## src/rtl/alu_seq_if.sv

```systemverilog
// alu_seq_if: operation/result handshake bundle for alu_seq.
//   master: producer/consumer side (drives operands, op, in_valid, out_ready, clr_sticky)
//   slave : the ALU (drives in_ready, out_valid, result, flags, sticky_ovf, busy)
interface alu_seq_if #(
  parameter int N = 8
);
  logic         in_valid;
  logic         in_ready;
  logic [N-1:0] a;
  logic [N-1:0] b;
  logic [2:0]   op;
  logic         clr_sticky;
  logic         out_valid;
  logic         out_ready;
  logic [N-1:0] result;
  logic         sign;
  logic         overflow;
  logic         status;
  logic         sticky_ovf;
  logic         busy;

  modport master (
    output in_valid, a, b, op, clr_sticky, out_ready,
    input  in_ready, out_valid, result, sign, overflow, status, sticky_ovf, busy
  );

  modport slave (
    input  in_valid, a, b, op, clr_sticky, out_ready,
    output in_ready, out_valid, result, sign, overflow, status, sticky_ovf, busy
  );
endinterface

```

## src/rtl/alu_seq.sv

```systemverilog
// alu_seq: multi-cycle signed ALU with valid/ready handshake on both sides.
//   clk, rst_n : clock, async active-low reset
//   bus        : alu_seq_if.slave (operands/op in, result/flags out, sticky overflow)
// Single-cycle ops finish on the first BUSY edge; square runs one multiplier bit
// per cycle (N cycles); shift does one arithmetic step per cycle.
//
// state | meaning
// IDLE  | waiting for in_valid, in_ready=1
// BUSY  | computing, counter holds remaining steps
// DONE  | result/flags held until out_ready
module alu_seq #(
  parameter int N   = 8,
  parameter bit SAT = 1'b0
) (
  input  logic    clk,
  input  logic    rst_n,
  alu_seq_if.slave bus
);
  localparam int          CW   = $clog2(N + 1);
  localparam logic [31:0] NU   = N;
  localparam logic [N-1:0] SMAX = {1'b0, {(N-1){1'b1}}};
  localparam logic [N-1:0] SMIN = {1'b1, {(N-1){1'b0}}};
  localparam logic [2:0] OP_ADD = 3'b000, OP_SUB = 3'b001, OP_MAX = 3'b010, OP_LE  = 3'b011,
                         OP_AVG = 3'b100, OP_SQR = 3'b101, OP_ABS = 3'b110, OP_SHR = 3'b111;

  typedef enum logic [1:0] {IDLE, BUSY, DONE} state_e;

  state_e         state_q, state_d;
  logic [N-1:0]   a_q, a_d, b_q, b_d;
  logic [2:0]     op_q, op_d;
  logic [CW-1:0]  cnt_q, cnt_d;
  logic [2*N-1:0] acc_q, acc_d, mc_q, mc_d;
  logic [N-1:0]   res_q, res_d;
  logic           sign_q, sign_d, ovf_q, ovf_d, stat_q, stat_d, sticky_q, sticky_d;

  logic [N-1:0]   sum, dif, avg, abs_in, shr_nx, r_new;
  logic [N:0]     avg_sum;
  logic [2*N-1:0] prod_nx;
  logic           add_ovf, sub_ovf, sq_ovf, le, last, s_new, o_new, st_new;

  // Datapath for the final BUSY cycle
  always_comb begin
    sum     = a_q + b_q;
    dif     = a_q - b_q;
    add_ovf = (a_q[N-1] == b_q[N-1]) && (sum[N-1] != a_q[N-1]);
    sub_ovf = (a_q[N-1] != b_q[N-1]) && (dif[N-1] != a_q[N-1]);
    avg_sum = {a_q[N-1], a_q} + {b_q[N-1], b_q};
    avg     = avg_sum[N:1];
    le      = $signed(a_q) <= $signed(b_q);
    abs_in  = bus.a[N-1] ? -bus.a : bus.a;
    // For square a_q holds |a| as an unsigned multiplier shifting right
    prod_nx = acc_q + (a_q[0] ? mc_q : '0);
    sq_ovf  = prod_nx > {{(N+1){1'b0}}, {(N-1){1'b1}}};
    // cnt_q==0 only for a zero shift amount: pass a through unchanged
    shr_nx  = (cnt_q != '0) ? N'($signed(a_q) >>> 1) : a_q;
    last    = (cnt_q <= CW'(1));

    r_new  = '0;
    s_new  = 1'b0;
    o_new  = 1'b0;
    st_new = 1'b0;
    case (op_q)
      OP_ADD: begin
        o_new = add_ovf;
        r_new = (SAT && add_ovf) ? (a_q[N-1] ? SMIN : SMAX) : sum;
        s_new = r_new[N-1];
      end
      OP_SUB: begin
        o_new = sub_ovf;
        r_new = (SAT && sub_ovf) ? (a_q[N-1] ? SMIN : SMAX) : dif;
        s_new = r_new[N-1];
      end
      OP_MAX: begin
        r_new = ($signed(a_q) > $signed(b_q)) ? a_q : b_q;
        s_new = r_new[N-1];
      end
      OP_LE: begin
        r_new  = {{(N-1){1'b0}}, le};
        st_new = le;
      end
      OP_AVG: r_new = avg;
      OP_SQR: begin
        r_new = prod_nx[N-1:0];
        o_new = sq_ovf;
        s_new = r_new[N-1];
      end
      OP_ABS: begin
        r_new = a_q[N-1] ? -a_q : a_q;
        o_new = (a_q == SMIN);
      end
      default: begin
        r_new = shr_nx;
        s_new = r_new[N-1];
      end
    endcase
  end

  always_comb begin
    state_d  = state_q;
    a_d      = a_q;
    b_d      = b_q;
    op_d     = op_q;
    cnt_d    = cnt_q;
    acc_d    = acc_q;
    mc_d     = mc_q;
    res_d    = res_q;
    sign_d   = sign_q;
    ovf_d    = ovf_q;
    stat_d   = stat_q;
    sticky_d = sticky_q;
    case (state_q)
      IDLE: begin
        if (bus.in_valid) begin
          a_d   = (bus.op == OP_SQR) ? abs_in : bus.a;
          b_d   = bus.b;
          op_d  = bus.op;
          acc_d = '0;
          mc_d  = {{N{1'b0}}, abs_in};
          case (bus.op)
            OP_SQR:  cnt_d = CW'(N);
            OP_SHR:  cnt_d = (32'(bus.b) >= NU) ? CW'(N) : CW'(bus.b);
            default: cnt_d = CW'(1);
          endcase
          state_d = BUSY;
        end
      end
      BUSY: begin
        if (cnt_q != '0) cnt_d = cnt_q - 1'b1;
        if (op_q == OP_SQR) begin
          acc_d = prod_nx;
          a_d   = a_q >> 1;
          mc_d  = mc_q << 1;
        end else if (op_q == OP_SHR) begin
          a_d = shr_nx;
        end
        if (last) begin
          state_d = DONE;
          res_d   = r_new;
          sign_d  = s_new;
          ovf_d   = o_new;
          stat_d  = st_new;
          if (o_new) sticky_d = 1'b1;
        end
      end
      DONE: begin
        if (bus.out_ready) state_d = IDLE;
      end
      default: state_d = IDLE;
    endcase
    if (bus.clr_sticky) sticky_d = 1'b0;
  end

  always_ff @(posedge clk or negedge rst_n) begin
    if (!rst_n) begin
      state_q  <= IDLE;
      a_q      <= '0;
      b_q      <= '0;
      op_q     <= '0;
      cnt_q    <= '0;
      acc_q    <= '0;
      mc_q     <= '0;
      res_q    <= '0;
      sign_q   <= 1'b0;
      ovf_q    <= 1'b0;
      stat_q   <= 1'b0;
      sticky_q <= 1'b0;
    end else begin
      state_q  <= state_d;
      a_q      <= a_d;
      b_q      <= b_d;
      op_q     <= op_d;
      cnt_q    <= cnt_d;
      acc_q    <= acc_d;
      mc_q     <= mc_d;
      res_q    <= res_d;
      sign_q   <= sign_d;
      ovf_q    <= ovf_d;
      stat_q   <= stat_d;
      sticky_q <= sticky_d;
    end
  end

  assign bus.in_ready   = (state_q == IDLE);
  assign bus.busy       = (state_q == BUSY);
  assign bus.out_valid  = (state_q == DONE);
  assign bus.result     = res_q;
  assign bus.sign       = sign_q;
  assign bus.overflow   = ovf_q;
  assign bus.status     = stat_q;
  assign bus.sticky_ovf = sticky_q;
endmodule

```

## src/flat_wrapper.sv

```systemverilog
// flat-port wrapper written by rule: the top's interface ports become plain ports
module alu_seq_flat 
#(
  parameter int N   = 8,
  parameter bit SAT = 1'b0
)
  (clk, rst_n, bus_in_valid, bus_a, bus_b, bus_op, bus_clr_sticky, bus_out_ready, bus_in_ready, bus_out_valid, bus_result, bus_sign, bus_overflow, bus_status, bus_sticky_ovf, bus_busy);
  alu_seq_if #(.N(N)) bus_i ();
  input  logic clk;
  input  logic rst_n;
  input wire logic [$bits(bus_i.in_valid)-1:0] bus_in_valid;
  input wire logic [$bits(bus_i.a)-1:0] bus_a;
  input wire logic [$bits(bus_i.b)-1:0] bus_b;
  input wire logic [$bits(bus_i.op)-1:0] bus_op;
  input wire logic [$bits(bus_i.clr_sticky)-1:0] bus_clr_sticky;
  input wire logic [$bits(bus_i.out_ready)-1:0] bus_out_ready;
  output wire logic [$bits(bus_i.in_ready)-1:0] bus_in_ready;
  output wire logic [$bits(bus_i.out_valid)-1:0] bus_out_valid;
  output wire logic [$bits(bus_i.result)-1:0] bus_result;
  output wire logic [$bits(bus_i.sign)-1:0] bus_sign;
  output wire logic [$bits(bus_i.overflow)-1:0] bus_overflow;
  output wire logic [$bits(bus_i.status)-1:0] bus_status;
  output wire logic [$bits(bus_i.sticky_ovf)-1:0] bus_sticky_ovf;
  output wire logic [$bits(bus_i.busy)-1:0] bus_busy;
  assign bus_i.in_valid = bus_in_valid;
  assign bus_i.a = bus_a;
  assign bus_i.b = bus_b;
  assign bus_i.op = bus_op;
  assign bus_i.clr_sticky = bus_clr_sticky;
  assign bus_i.out_ready = bus_out_ready;
  assign bus_in_ready = bus_i.in_ready;
  assign bus_out_valid = bus_i.out_valid;
  assign bus_result = bus_i.result;
  assign bus_sign = bus_i.sign;
  assign bus_overflow = bus_i.overflow;
  assign bus_status = bus_i.status;
  assign bus_sticky_ovf = bus_i.sticky_ovf;
  assign bus_busy = bus_i.busy;
  alu_seq #(.N(N), .SAT(SAT)) u_core (.clk(clk), .rst_n(rst_n), .bus(bus_i));
endmodule
```

## config.mk

```make
export PLATFORM = sky130hd
export DESIGN_NAME = alu_seq_flat
export DESIGN_NICKNAME = d
export VERILOG_FILES = /design/src/rtl/alu_seq_if.sv /design/src/rtl/alu_seq.sv /design/src/flat_wrapper.sv
export SDC_FILE = /design/constraint.sdc
export NUM_CORES = 1
export LEC_CHECK = 0
export ABC_AREA = 1
export BUFFER_PORTS_ARGS = -buffer_cell sky130_fd_sc_hd__clkbuf_2
export CAP_MARGIN = 20
export CORE_MARGIN = 10
export CORE_UTILIZATION = 60
export DETAILED_ROUTE_END_ITERATION = 10
export PLACE_DENSITY = 0.84
export REMOVE_ABC_BUFFERS = 1
export SLEW_MARGIN = 0
export SYNTH_ARGS = -nofsm -noshare
export SYNTH_HDL_FRONTEND = slang
export SYNTH_SLANG_ARGS = --single-unit
export TNS_END_PERCENT = 10
```

## constraint.sdc

```tcl
create_clock -name clk -period 3.2 [get_ports clk]
set_input_delay 0.48 -clock clk [delete_from_list [all_inputs] [get_ports clk]]
set_output_delay 0.48 -clock clk [all_outputs]
set_load 0.1 [all_outputs]
```

# == After elaboration in Yosys (flattened, before gate mapping) ==
# Cells that the tools add are included.
# classes
order_cmp,5
mux,33
n_eq_ne,22
addsub,7
n_reduce_logical,17
# op_table
cell,n
$mux 16,5
$pmux 16 s2,2
$mux 8,7
$pmux 8 s7,1
$eq 3x3->1 const B,6
$add 16x16->16,1
$gt 16x7->1 const B,1
$neg 8->8,2
$pmux 4 s2,2
$pmux 8 s2,1
$reduce_and 3->1,5
$mux 4,3
$add 8x8->9,1
$add 8x8->8,1
$eq 8x8->1 const B,1
$ge 8x4->1 const B,1
$gt 8x8->1,1
$le 8x8->1,1
$reduce_bool 2->1,4
$sub 8x8->8,1
$mux 7,1
$eq 3x2->1 const B,2
$mux 2,3
$ne 2x1->1 const B,3
other kinds (19),28
# totals
inputBits,24
ff_bits,69
output_inout_bits,15
wordCells,96

# == Longest topological paths before layout ==
# Gate-level depths: netlist of the first run.
# logic_depth
depth_word,8
ltp_mapped,21
mapped_depth_nobuf,19

# == Least setup slack after synthesis of the first run ==
# No wires, ideal clock.
# synth_path
path_type,register -> register
from,register u_core.state_q[1]
to,register u_core.mc_q[6]
arrival_ns,2.918
n_path_buf,1
period_less_slack_ns,3.050
setup_time_ns,0.132
required_time_ns,3.068
path_stages_with_launch,10
path_slack_ns,0.150
cell_sequence,dfrtp_1 > nor2_1 > nand2_1 > inv_2 > a21oi_1 > inv_2 > nand2_2 > buf_2 > a22oi_1 > o21ai_0
# synth_via
elab_chain_len,3
word_cells_on_any_way,7
classes_between,3 x eq/ne; 1 x mux; 3 x reduce/logical
# synth_rtl
item,line_no,rtl
from (decl),alu_seq.sv:28,"state_e state_q, state_d;"
from (signal assigned),alu_seq.sv:168,state_q <= state_d;
$logic_not 2->1 *,n/a,
named net bus_in_ready,flat_wrapper.sv:17,output wire logic [$bits(bus_i.in_ready)-1:0] bus_in_ready;
$ne 2x2->1 (no line) or $reduce_bool 2->1 (tied branches),n/a,
$reduce_and 3->1 (no line),n/a,
to (signal assigned),alu_seq.sv:174,mc_q <= mc_d;
to (decl),alu_seq.sv:32,"logic [2*N-1:0] acc_q, acc_d, mc_q, mc_d;"
# The timed path passes the listed nets; every way through them passes the cells marked *.
# A chain may end at the register's enable or synchronous reset.

# == Final worst setup path of the first run ==
# layout_path
from,register u_core.a_q[0]
to,"register u_core.sticky_q, in the netlist u_core.bus.sticky_ovf"
# layout_via
elab_chain_len,6
word_cells_on_any_way,13
classes_between,3 x add/sub; 1 x order compare; 3 x eq/ne; 2 x mux; 4 x reduce/logical
# layout_rtl
item,line_no,rtl
from (decl),alu_seq.sv:29,"logic [N-1:0] a_q, a_d, b_q, b_d;"
from (signal assigned),alu_seq.sv:156,a_q <= '0;
from (signal assigned),alu_seq.sv:169,a_q <= a_d;
"$mux 16, or another cell as far along",alu_seq.sv:52,prod_nx = acc_q + (a_q[0] ? mc_q : '0);
"$add 16x16->16, or another cell as far along",alu_seq.sv:52,
"$gt 16x7->1, or another cell as far along",alu_seq.sv:53,"sq_ovf = prod_nx > {{(N+1){1'b0}}, {(N-1){1'b1}}};"
$pmux 1 s4 *,alu_seq.sv:62,case (op_q)
$reduce_bool 2->1 (no line) *,n/a,
$reduce_and 3->1 (no line) *,n/a,
to (signal assigned),alu_seq.sv:179,sticky_q <= sticky_d;
to (decl),alu_seq.sv:34,"logic sign_q, sign_d, ovf_q, ovf_d, stat_q, stat_d, sticky_q, sticky_d;"
# Every way passes the cells marked *; elsewhere a longest branch is shown, timed or not.

==> summary.txt, run 1 <==
Post-synthesis instance area = 0.00563 mm²
DRT met1 WL = 7450 µm
Synthesis warning total = 0
Period minus WS final = 2820 ps
DRT Pass-1 Iters = 6
HPWL Detailed = 12500 µm
Internal = 2860 µW
Met3 wire length = 1560 µm
Final count of hold timing violations = 0
GRT overflow = 0
Synthesized flop and latch total = 69
Final setup fails = 0
Routability congestion estimate = 0.989
VDD IR-drop max = 0.000804 V
Synth Area per Inst = 6.66 µm²
Number of port buffers = 38
Slowest stage delay, CP = 680 ps
Clock Sinks = 69
Share of cells above drive strength 1 = 0.0955
Metal2 WL = 6580 µm
DRC Markers = 0
WL per Instance = 15.9 µm
CP Cell Sequence = nand2_1 > inv_1 > ha_1 > inv_1 > fa_1 > inv_1 > nand3_1 > nand3_1 > nand3_1 > nand3_1 > nand2_1 > nand2_1 > nand2_1 > nor2_1 > nand2_1 > nand2_1 > nand2_1 > nand2_1 > a21oi_1
WP data required = 3450 ps
Worst hold margin = 260 ps
Worst path slowest cell = dfrtp_1
Power Dens Cells = 1120 mW/mm²
Top routing layer used = met4
Max Buffers Root-to-Sink = 2
H-tree depth reported by CTS = 3
Placeable core region = 0.00920 mm²
Antenna Cells = 0
Max-cap violations = 0
Most frequent cells in the layout = 255 x nand2_1, 128 x inv_1, 69 x dfrtp_1
Hold path depth = 2
Number of top-level pins = 39
CTS Root Cell = clkbuf_8
Setup CP Type = reg -> reg
CTS tree = done
Post-route ant nets = 0
Die outline width = 117 µm
Cells after Synth = 845
RSZ-0062 raised after global routing = false
Clock transition at the registers of the reported paths = 90 ps
Flop pwr share = 0.224
Crit-path max FO = 19
CP endpoint kind = flip-flop
Final wirelength = 15900 µm
P_sw = 4000 µW
Cell variety after synth = 45
Fmax = 354 MHz
Final #Nets = 947
Antenna violations before repair = 0
Via count = 5752
Worst slew pin tran = 935 ps
Die area = 0.0137 mm²
Clock group share of total power = 0.104
Tot Pwr = 6860 µW
TritonCTS Buffers = 9
Max transition margin = 0.374
Die span in y = 117 µm
DR iter-0 viols = 511
Hold WC Path Type = in -> reg
Area delta synth->final = 9.05%
Sequential element share of the synthesized area = 0.307
R2R depth = 19
Fin crit share = 0.882
Global Route Usage Sum = 0.242
Sw Ratio = 0.583
Max-slew violation count = 0
Outcome = completed
Leakage Power = 0.00335 µW
CP most frequent cell = nand2_1
# rows = 35
CP arrival = 3070 ps
Initial core utilization = 0.612
Skew-Pair Late Insertion Delay = 360 ps
Clock Skew = 8.18 ps
Vias/cell = 5.75
Largest net degree at the start of global routing = 45
Vias in the first global route = 5354
Global-route wire length before repair = 26300 µm
Setup crit start kind = flip-flop
Commonest non-fill, non-tap cell in the layout = nand2_1
Combinational share of power = 0.672
-- kinds of logic after synthesis --
logic type / after synthesis / share of synthesized area
AO/OA/AOI/OAI: 158 / 0.165
XOR/XNOR: 17 / 0.0265
adder cells (fa/ha/maj): 38 / 0.0885
buffers and inverters: 157 / 0.108
flip-flops: 69 / 0.307
AND/OR/NAND/NOR: 406 / 0.305
-- synth_stat cells, drive strengths merged --
| library cell | number | area (µm²) |
|---|---|---|
| a22oi | 7 | 52.6 |
| clkbuf | 9 | 33.8 |
| ha | 35 | 438 |
| xor2 | 15 | 131 |
| or2 | 4 | 25.0 |
| o32ai | 1 | 8.76 |
| o22ai | 13 | 81.3 |
| nor4 | 1 | 6.26 |
| nand2 | 257 | 970 |
| a21oi | 32 | 160 |
| a21o | 2 | 15.0 |
| nand3b | 4 | 30.0 |
| a31oi | 9 | 56.3 |
| o21bai | 1 | 7.51 |
| nor3 | 13 | 75.1 |
| buf | 11 | 60.1 |
| inv | 137 | 514 |
| fa | 3 | 60.1 |
| o21ai | 68 | 344 |
| a211oi | 1 | 7.51 |
| nor2 | 62 | 253 |
| o31ai | 1 | 7.51 |
| and2 | 4 | 25.0 |
| dfrtp | 69 | 1730 |
| o31a | 1 | 8.76 |
| nand3 | 52 | 278 |
| a221oi | 3 | 26.3 |
| xnor2 | 2 | 17.5 |
| o211a | 1 | 10.0 |
| a2111oi | 1 | 8.76 |
| o211ai | 13 | 97.6 |
| nand4 | 9 | 56.3 |
| a22o | 4 | 35.0 |
-- flip-flops by register name (all words and copies together) (netlist names) --
| signal | count |
|---|---|
| u_core.cnt_q | 4 |
| u_core.a_q | 8 |
| u_core.b_q | 8 |
| u_core.bus.sticky_ovf | 1 |
| u_core.bus.status | 1 |
| u_core.bus.sign | 1 |
| u_core.state_q | 2 |
| u_core.acc_q | 16 |
| u_core.bus.result | 8 |
| u_core.op_q | 3 |
| u_core.mc_q | 16 |
| u_core.bus.overflow | 1 |
-- final timing paths --
| check | from | to | slack, ps |
|---|---|---|---|
| max in group asynchronous | rst_n | u_core.mc_q[4]$_DFFE_PN0P_ | 1900 |
| worst min register to register | u_core.bus.overflow$_DFFE_PN0P_ | u_core.bus.overflow$_DFFE_PN0P_ | 500 |
| worst max register to register | u_core.a_q[0]$_DFFE_PN0P_ | u_core.bus.sticky_ovf$_DFFE_PN0P_ | 380 |
| worst max-delay path | u_core.a_q[0]$_DFFE_PN0P_ | u_core.bus.sticky_ovf$_DFFE_PN0P_ | 380 |
| worst min-delay path | bus_clr_sticky | u_core.bus.sticky_ovf$_DFFE_PN0P_ | 260 |
| min in group asynchronous | rst_n | u_core.bus.sign$_DFFE_PN0P_ | 480 |
-- worst max-delay path, delay by kind of cell (launching register included) --
family / cells / cell delay [ps]
simple gates: 13 / 1110
compound gates: 1 / 60
buf+inv: 3 / 240
flops: 1 / 680
fa+ha+maj: 2 / 630
-- metrics by stage --
step	setup slack [ps]	area [µm²]	TNS, ps	util	std cells
4_1_cts	403	6140	0	0.667	1001
2_1_floorplan	-501	5530	-11250	-	825
3_3_place_gp	519	5940	0	0.646	984
6_report	379	6140	0	0.667	1001
5_1_grt	123	6140	0	0.667	1001
3_5_place_dp	423	5940	0	0.646	984
-- repair_timing --
item	CTS	global route
hold buffers	1	0
hold endpoints to repair	6	0
setup buffers	0	0
resized for setup	0	0
-- routing by layer --
layer	up-vias	GRT usage
li1	2832	-
met2	268	0.346
met5	-	0
met3	27	0.0576
met4	0	0.0832
met1	2625	0.349
-- power groups by stage --
| stage | logic [µW] | clock network, µW | registers, µW |
|---|---|---|---|
| finish | 4610 | 716 | 1540 |
| global route | 5090 | 761 | 1580 |
| CTS | 4530 | 719 | 1520 |
| detailed placement | 4500 | 0 | 1540 |
| global placement | 4420 | 0 | 1530 |
| floorplan | 3000 | 0 | 1910 |
-- final cells by class --
class / instances / area [µm²]
fill: 839 / 3060
clock buffer: 9 / 124
multi-input combinational: 619 / 3290
sequential: 69 / 1730
clock inverter: 7 / 65.1
tap: 111 / 139
timing repair buffer: 49 / 275
inverter: 137 / 514
(Power assumes the default switching activity.)
==> inputs of run 2 (changes only) <==
==> constraint.sdc (replaced) <==
create_clock -name clk -period 2.7 [get_ports clk]
set_input_delay 0.405 -clock clk [delete_from_list [all_inputs] [get_ports clk]]
set_output_delay 0.405 -clock clk [all_outputs]
set_load 0.1 [all_outputs]
==> run 2 against run 1 <==
Total power rose by 24%. Sequential share of layout area down 0.64 points. Routed wire length is 3.9% higher. Highest routed layer unchanged. Setup slack worse by 220 ps. Flip-flop and latch count unchanged. Clock power grew 39%. Count of clock-buffer cells in the layout unchanged. Non-clock buffer count increased by 6.
==> summary.txt, run 2 (synthesis gave the netlist of run 1 again) <==
Fin crit share = 0.941 (+0.0595)
HPWL Detailed = 12700 µm (+1.6%)
Area delta synth->final = 11.6%
Period minus WS final = 2540 ps (-280 ps)
Global Route Usage Sum = 0.247 (+0.00459)
FF-to-FF Start = u_core.a_q[0]$_DFFE_PN0P_
Layout Utilization = 0.683 (+0.0155)
Outcome = completed
Fillers = 792 (-5.6%)
H-tree depth reported by CTS = 3 (unchanged)
Vias/cell = 5.95 (+3.6%)
Clock transition at the registers of the reported paths = 80 ps (about the same)
# rows = 35 (unchanged)
Worst slew pin tran = 623 ps (-312 ps)
Most frequent cells in the layout = 254 x nand2_1, 128 x inv_1, 69 x dfrtp_1
Antenna violations before repair = 1 (+1)
Global-route wire length before repair = 27100 µm (+3.1%)
Clock Skew = 15.8 ps (+7.61 ps)
Max-cap violations = 0 (unchanged)
CTS Root Cell = clkbuf_8
Top Registers = u_core.acc_q x16, u_core.mc_q x16
Vias in the first global route = 5840 (+9.1%)
Hold path depth = 2 (unchanged)
Crit-path max FO = 15 (-4)
RSZ-0062 raised after global routing = true
DR iter-0 viols = 537 (+5.1%)
Hold Path Sink = u_core.bus.sticky_ovf$_DFFE_PN0P_
Via count = 6006 (+4.4%)
Worst R2R Setup Slack = 160 ps (-220 ps)
Post-route ant nets = 0 (unchanged)
Die outline width = 117 µm (unchanged)
Skew-Pair Late Insertion Delay = 360 ps (about the same)
Leakage Power = 0.00342 µW (+2.0%)
Hold WC Path Type = in -> reg
VDD IR-drop max = 0.00113 V (+41%)
CTS tree = done
Clock Sinks = 69 (unchanged)
Max transition margin = 0.583 (+0.208)
Final wirelength = 16500 µm (+3.9%)
Share of cells above drive strength 1 = 0.110 (+0.0149)
Commonest non-fill, non-tap cell in the layout = nand2_1
WL per Instance = 16.4 µm (+3.1%)
Die span in y = 117 µm (unchanged)
Final #Nets = 954 (+0.74%)
Max Buffers Root-to-Sink = 2 (unchanged)
CP endpoint kind = flip-flop
R2R depth = 18 (-1)
Final setup fails = 0 (unchanged)
Setup_tns = 0 ps (unchanged)
Fmax = 394 MHz (+11%)
Min-Delay Startpoint = bus_clr_sticky
DRT Pass-1 Iters = 7 (+1)
Max-slew violation count = 0 (unchanged)
TritonCTS Buffers = 9 (unchanged)
DRC Markers = 0 (unchanged)
Final count of hold timing violations = 0 (unchanged)
Power Dens Cells = 1360 mW/mm² (+22%)
Placeable core region = 0.00920 mm² (unchanged)
GRT overflow = 0 (unchanged)
Die area = 0.0137 mm² (unchanged)
Number of top-level pins = 39 (unchanged)
RR Endpoint = u_core.bus.sticky_ovf$_DFFE_PN0P_
Number of port buffers = 38 (unchanged)
Initial core utilization = 0.612 (unchanged)
Setup crit start kind = flip-flop
CP arrival = 2780 ps (-290 ps)
Largest net degree at the start of global routing = 31 (-31%)
WP data required = 2940 ps (-510 ps)
Setup CP Type = reg -> reg
Routability congestion estimate = 1.03 (+4.6%)
## run 2: repair_timing
item,in CTS,in global routing
endpoints found under the hold margin,17,0
setup endpoints to repair,0,2
hold buffers,1,0
resized for setup,0,10
buffers inserted,0,1
## run 2: stage by stage
| step | hold slack (ps) | std cells | setup WS [ps] | cell area (µm²) | total power [µW] |
|---|---|---|---|---|---|
| after floorplan | 109 | 825 | -1000 | 5530 | 5820 |
| after global placement | 370 | 989 | 188 | 5970 | 7100 |
| after detailed placement | 370 | 989 | 124 | 5970 | 7250 |
| after CTS | 190 | 1006 | 94.4 | 6210 | 8270 |
| after global routing | 190 | 1008 | -31.7 | 6280 | 9200 |
| final | 204 | 1009 | 159 | 6280 | 8540 |
## run 2: area by class of cell
type,count,area (µm²),share of cell area
diodes,1,2.50,0.000399
clock buffers,9,124,0.0197
clock inverters,7,106,0.0169
inverters,137,514,0.0819
multi-input cells,620,3350,0.533
flip-flops and latches,69,1730,0.275
well taps,111,139,0.0221
repair buffers,55,320,0.0510
## run 2: worst max-delay path: stages (launching register included)
cell,delay [ps]
dfrtp_1,410
buf_4,190
nand2_1,70
inv_1,70
ha_1,360
nand2_1,140
nor2_2,200
and2_1,150
nand2_1,80
nand2_1,80
nand2_1,50
nand2_1,90
nand2_1,70
nor2_2,150
nand2_1,80
nand2_1,60
nand2_1,50
nand2_1,70
a21oi_1,60
## run 2: how the worst max path moves through the flow
stage | cells after the start | to | start | slack (ps)
finish | 18 | u_core.bus.sticky_ovf$_DFFE_PN0P_ | u_core.a_q[0]$_DFFE_PN0P_ | 160
global route | 18 | u_core.bus.sticky_ovf$_DFFE_PN0P_ | u_core.a_q[0]$_DFFE_PN0P_ | -30
CTS | 19 | u_core.bus.sticky_ovf$_DFFE_PN0P_ | u_core.a_q[0]$_DFFE_PN0P_ | 90
detailed placement | 19 | u_core.bus.sticky_ovf$_DFFE_PN0P_ | u_core.a_q[0]$_DFFE_PN0P_ | 120
global placement | 19 | u_core.bus.sticky_ovf$_DFFE_PN0P_ | u_core.a_q[0]$_DFFE_PN0P_ | 190
floorplan | 9 | u_core.mc_q[1]$_DFFE_PN0P_ | u_core.state_q[1]$_DFFE_PN0P_ | -1000
## run 2: power breakdown
part | internal, µW | switching, µW
Combinational | 1740 | 4030
Sequential | 1410 | 370
Clock | 535 | 460
Total | 3680 | 4860
## run 2: layer usage
metal	share of wire	GRT usage
met1	0.42	0.328
met2	0.42	0.370
met3	0.12	0.0663
met4	0.031	0.107
met5	0	0
==> inputs of run 3 (changes only) <==
--- a/config.mk
+++ b/config.mk
@@ -11,6 +11,7 @@
 export CORE_MARGIN = 10
 export CORE_UTILIZATION = 60
 export DETAILED_ROUTE_END_ITERATION = 10
+export MAX_ROUTING_LAYER = met4
 export PLACE_DENSITY = 0.84
 export REMOVE_ABC_BUFFERS = 1
 export SLEW_MARGIN = 0
==> run 3 against run 2 <==
Flip-flop and latch count is the same. Critical endpoint unchanged. Routed wire length shrank 0.88%. Final cell count is 0.30% lower. Largest cell class unchanged. Maximum frequency is 1.1% lower. Count of clock-buffer cells in the layout up 1.
==> summary.txt, run 3 (synthesis gave the netlist of run 1 again) <==
Outcome = completed
Critical path's top delay family = simple AND/OR/NAND/NOR gates
Die span in y = 117 µm (unchanged)
Dpl ws = 84.9 ps (-38.7 ps)
Placeable core region = 0.00920 mm² (unchanged)
FF-to-FF Start = u_core.a_q[0]$_DFFE_PN0P_
Vias in the first global route = 5741 (-1.7%)
DRT Pass-1 Iters = 5 (-2)
Setup_tns = 0 ps (unchanged)
Buffers plus inverters on the worst setup path = 2 (unchanged)
Final count of hold timing violations = 0 (unchanged)
Vias/cell = 5.81 (-2.5%)
CP endpoint kind = flip-flop
Post-placement cell count = 989 (unchanged)
VDD IR-drop max = 0.00114 V (+0.88%)
CP Cell Sequence = buf_4 > nand2_1 > inv_1 > ha_1 > nand2_1 > nor2_1 > nand2_1 > nand3_1 > nand2_1 > nand2_1 > nand2_1 > nand2_1 > nand2_1 > nor2_1 > nand2_1 > nand2_1 > nand2_1 > nand2_1 > a21oi_1
Antenna Cells = 0 (-1)
Clock Sinks = 69 (unchanged)
Layout Utilization = 0.681 (-0.00136)
CP arrival = 2810 ps (+30 ps)
WL per Instance = 16.3 µm (-0.58%)
Routability congestion estimate = 1.05 (+1.2%)
Leakage Power = 0.00340 µW (-0.60%)
Clock Skew = 12.6 ps (-3.18 ps)
Slowest stage delay, CP = 450 ps (+40 ps)
WP data required = 2950 ps (about the same)
CP most frequent cell = nand2_1
Setup crit start kind = flip-flop
Die area = 0.0137 mm² (unchanged)
Fmax = 389 MHz (-1.1%)
Antenna violations before repair = 0 (-1)
Number of port buffers = 38 (unchanged)
Hold path depth = 2 (unchanged)
Initial core utilization = 0.612 (unchanged)
Period minus WS final = 2570 ps (+28.4 ps)
Worst R2R Setup Slack = 130 ps (-30 ps)
Via count = 5840 (-2.8%)
Final #Nets = 952 (-0.21%)
Global Route Usage Sum = 0.255 (+0.00798)
Largest net degree at the start of global routing = 31 (unchanged)
Final setup fails = 0 (unchanged)
Max-cap violations = 0 (unchanged)
Number of top-level pins = 39 (unchanged)
DR iter-0 viols = 537 (unchanged)
Setup CP Type = reg -> reg
Worst slew pin tran = 668 ps (+45.2 ps)
Post-CTS setup buffer count = 0 (unchanged)
GRT overflow = 0 (unchanged)
Final instance area = 0.00627 mm² (-0.20%)
Max-slew violation count = 0 (unchanged)
Crit-path max FO = 15 (unchanged)
Max transition margin = 0.553 (-0.0295)
Skew-Pair Late Insertion Delay = 350 ps (about the same)
RR Endpoint = u_core.bus.sticky_ovf$_DFFE_PN0P_
Most frequent cells in the layout = 253 x nand2_1, 128 x inv_1, 68 x dfrtp_1
DP Area = 0.00597 mm² (unchanged)
Min-Delay Startpoint = bus_clr_sticky
Worst path slowest cell = dfrtp_2
CTS Root Cell = clkbuf_8
Hold WC Path Type = in -> reg
R2R depth = 19 (+1)
Max Buffers Root-to-Sink = 2 (unchanged)
HPWL Detailed = 12700 µm (about the same)
Fin crit share = 0.952 (+0.0105)
CTS tree = done
Global-route wire length before repair = 27200 µm (+0.10%)
Final wirelength = 16400 µm (-0.88%)
Area delta synth->final = 11.4%
Worst setup margin = 131 ps (-28.4 ps)
H-tree depth reported by CTS = 3 (unchanged)
Clock transition at the registers of the reported paths = 80 ps (about the same)
Share of cells above drive strength 1 = 0.116 (+0.00583)
Hold Path Sink = u_core.bus.sticky_ovf$_DFFE_PN0P_
Commonest non-fill, non-tap cell in the layout = nand2_1
Die outline width = 117 µm (unchanged)
Top Registers = u_core.acc_q x16, u_core.mc_q x16
Layout Cells excl Fill = 1006 (-0.30%)
Post-route ant nets = 0 (unchanged)
TritonCTS Buffers = 9 (unchanged)
# rows = 35 (unchanged)
Power Dens Cells = 1340 mW/mm² (-1.4%)
DRC Markers = 0 (unchanged)
## run 3: cell count changes in the layout (fill, tap and decap cells not counted), sizes merged
cell	before	now
nand3	53	52
diode	1	0
inv	139	138
buf	17	16
clkbuf	46	47
## run 3: worst max-delay path by stage
| stage | start | to | depth (start not counted) |
|---|---|---|---|
| floorplan | u_core.state_q[1]$_DFFE_PN0P_ | u_core.mc_q[1]$_DFFE_PN0P_ | 9 |
| global placement | u_core.a_q[0]$_DFFE_PN0P_ | u_core.bus.sticky_ovf$_DFFE_PN0P_ | 19 |
| detailed placement | u_core.a_q[0]$_DFFE_PN0P_ | u_core.bus.sticky_ovf$_DFFE_PN0P_ | 19 |
| CTS | u_core.a_q[0]$_DFFE_PN0P_ | u_core.bus.sticky_ovf$_DFFE_PN0P_ | 19 |
| global route | u_core.a_q[0]$_DFFE_PN0P_ | u_core.bus.sticky_ovf$_DFFE_PN0P_ | 19 |
| finish | u_core.a_q[0]$_DFFE_PN0P_ | u_core.bus.sticky_ovf$_DFFE_PN0P_ | 19 |
## run 3: repair_timing
action,4_1_cts,5_1_grt
hold endpoints to repair,12,0
endpoints found under the setup margin,0,3
hold buffers,1,0
resized for setup,0,16
## run 3: area by class of cell
type                       count  area (µm²)
multi-input combinational    619        3350
clock buffer                  10         128
inverter                     137         514
tap                          111         139
sequential                    69        1730
fill                         778        2930
clock inverter                 6        95.1
timing repair buffer          54         313
## run 3: worst reg2reg max path, stage by stage (launching register included)
cell,delay (ps)
dfrtp_2,450
buf_4,200
nand2_1,70
inv_1,40
ha_1,330
nand2_1,130
nor2_1,170
nand2_1,80
nand3_1,130
nand2_1,100
nand2_1,70
nand2_1,40
nand2_1,90
nand2_1,70
nor2_1,160
nand2_1,80
nand2_1,60
nand2_1,50
nand2_1,70
a21oi_1,60
## run 3: through the flow
stage	hold WS [ps]	total power (µW)
after detailed placement	370	7220
after global routing	199	9090
after floorplan	109	5820
after CTS	185	8230
after global placement	370	7100
final	191	8400
## run 3: power breakdown
| group | internal, µW | switching (µW) | leakage [µW] |
|---|---|---|---|
| Combinational | 1710 | 3930 | 0.00240 |
| Clock | 529 | 443 | 0.000111 |
| Sequential | 1410 | 382 | 0.000886 |
## run 3: layer usage
metal	part of all wire	wire, µm	track usage
met5	0	0	-
met4	0.021	348	0.0931
met3	0.096	1570	0.0520
met2	0.43	7030	0.374
met1	0.45	7420	0.341
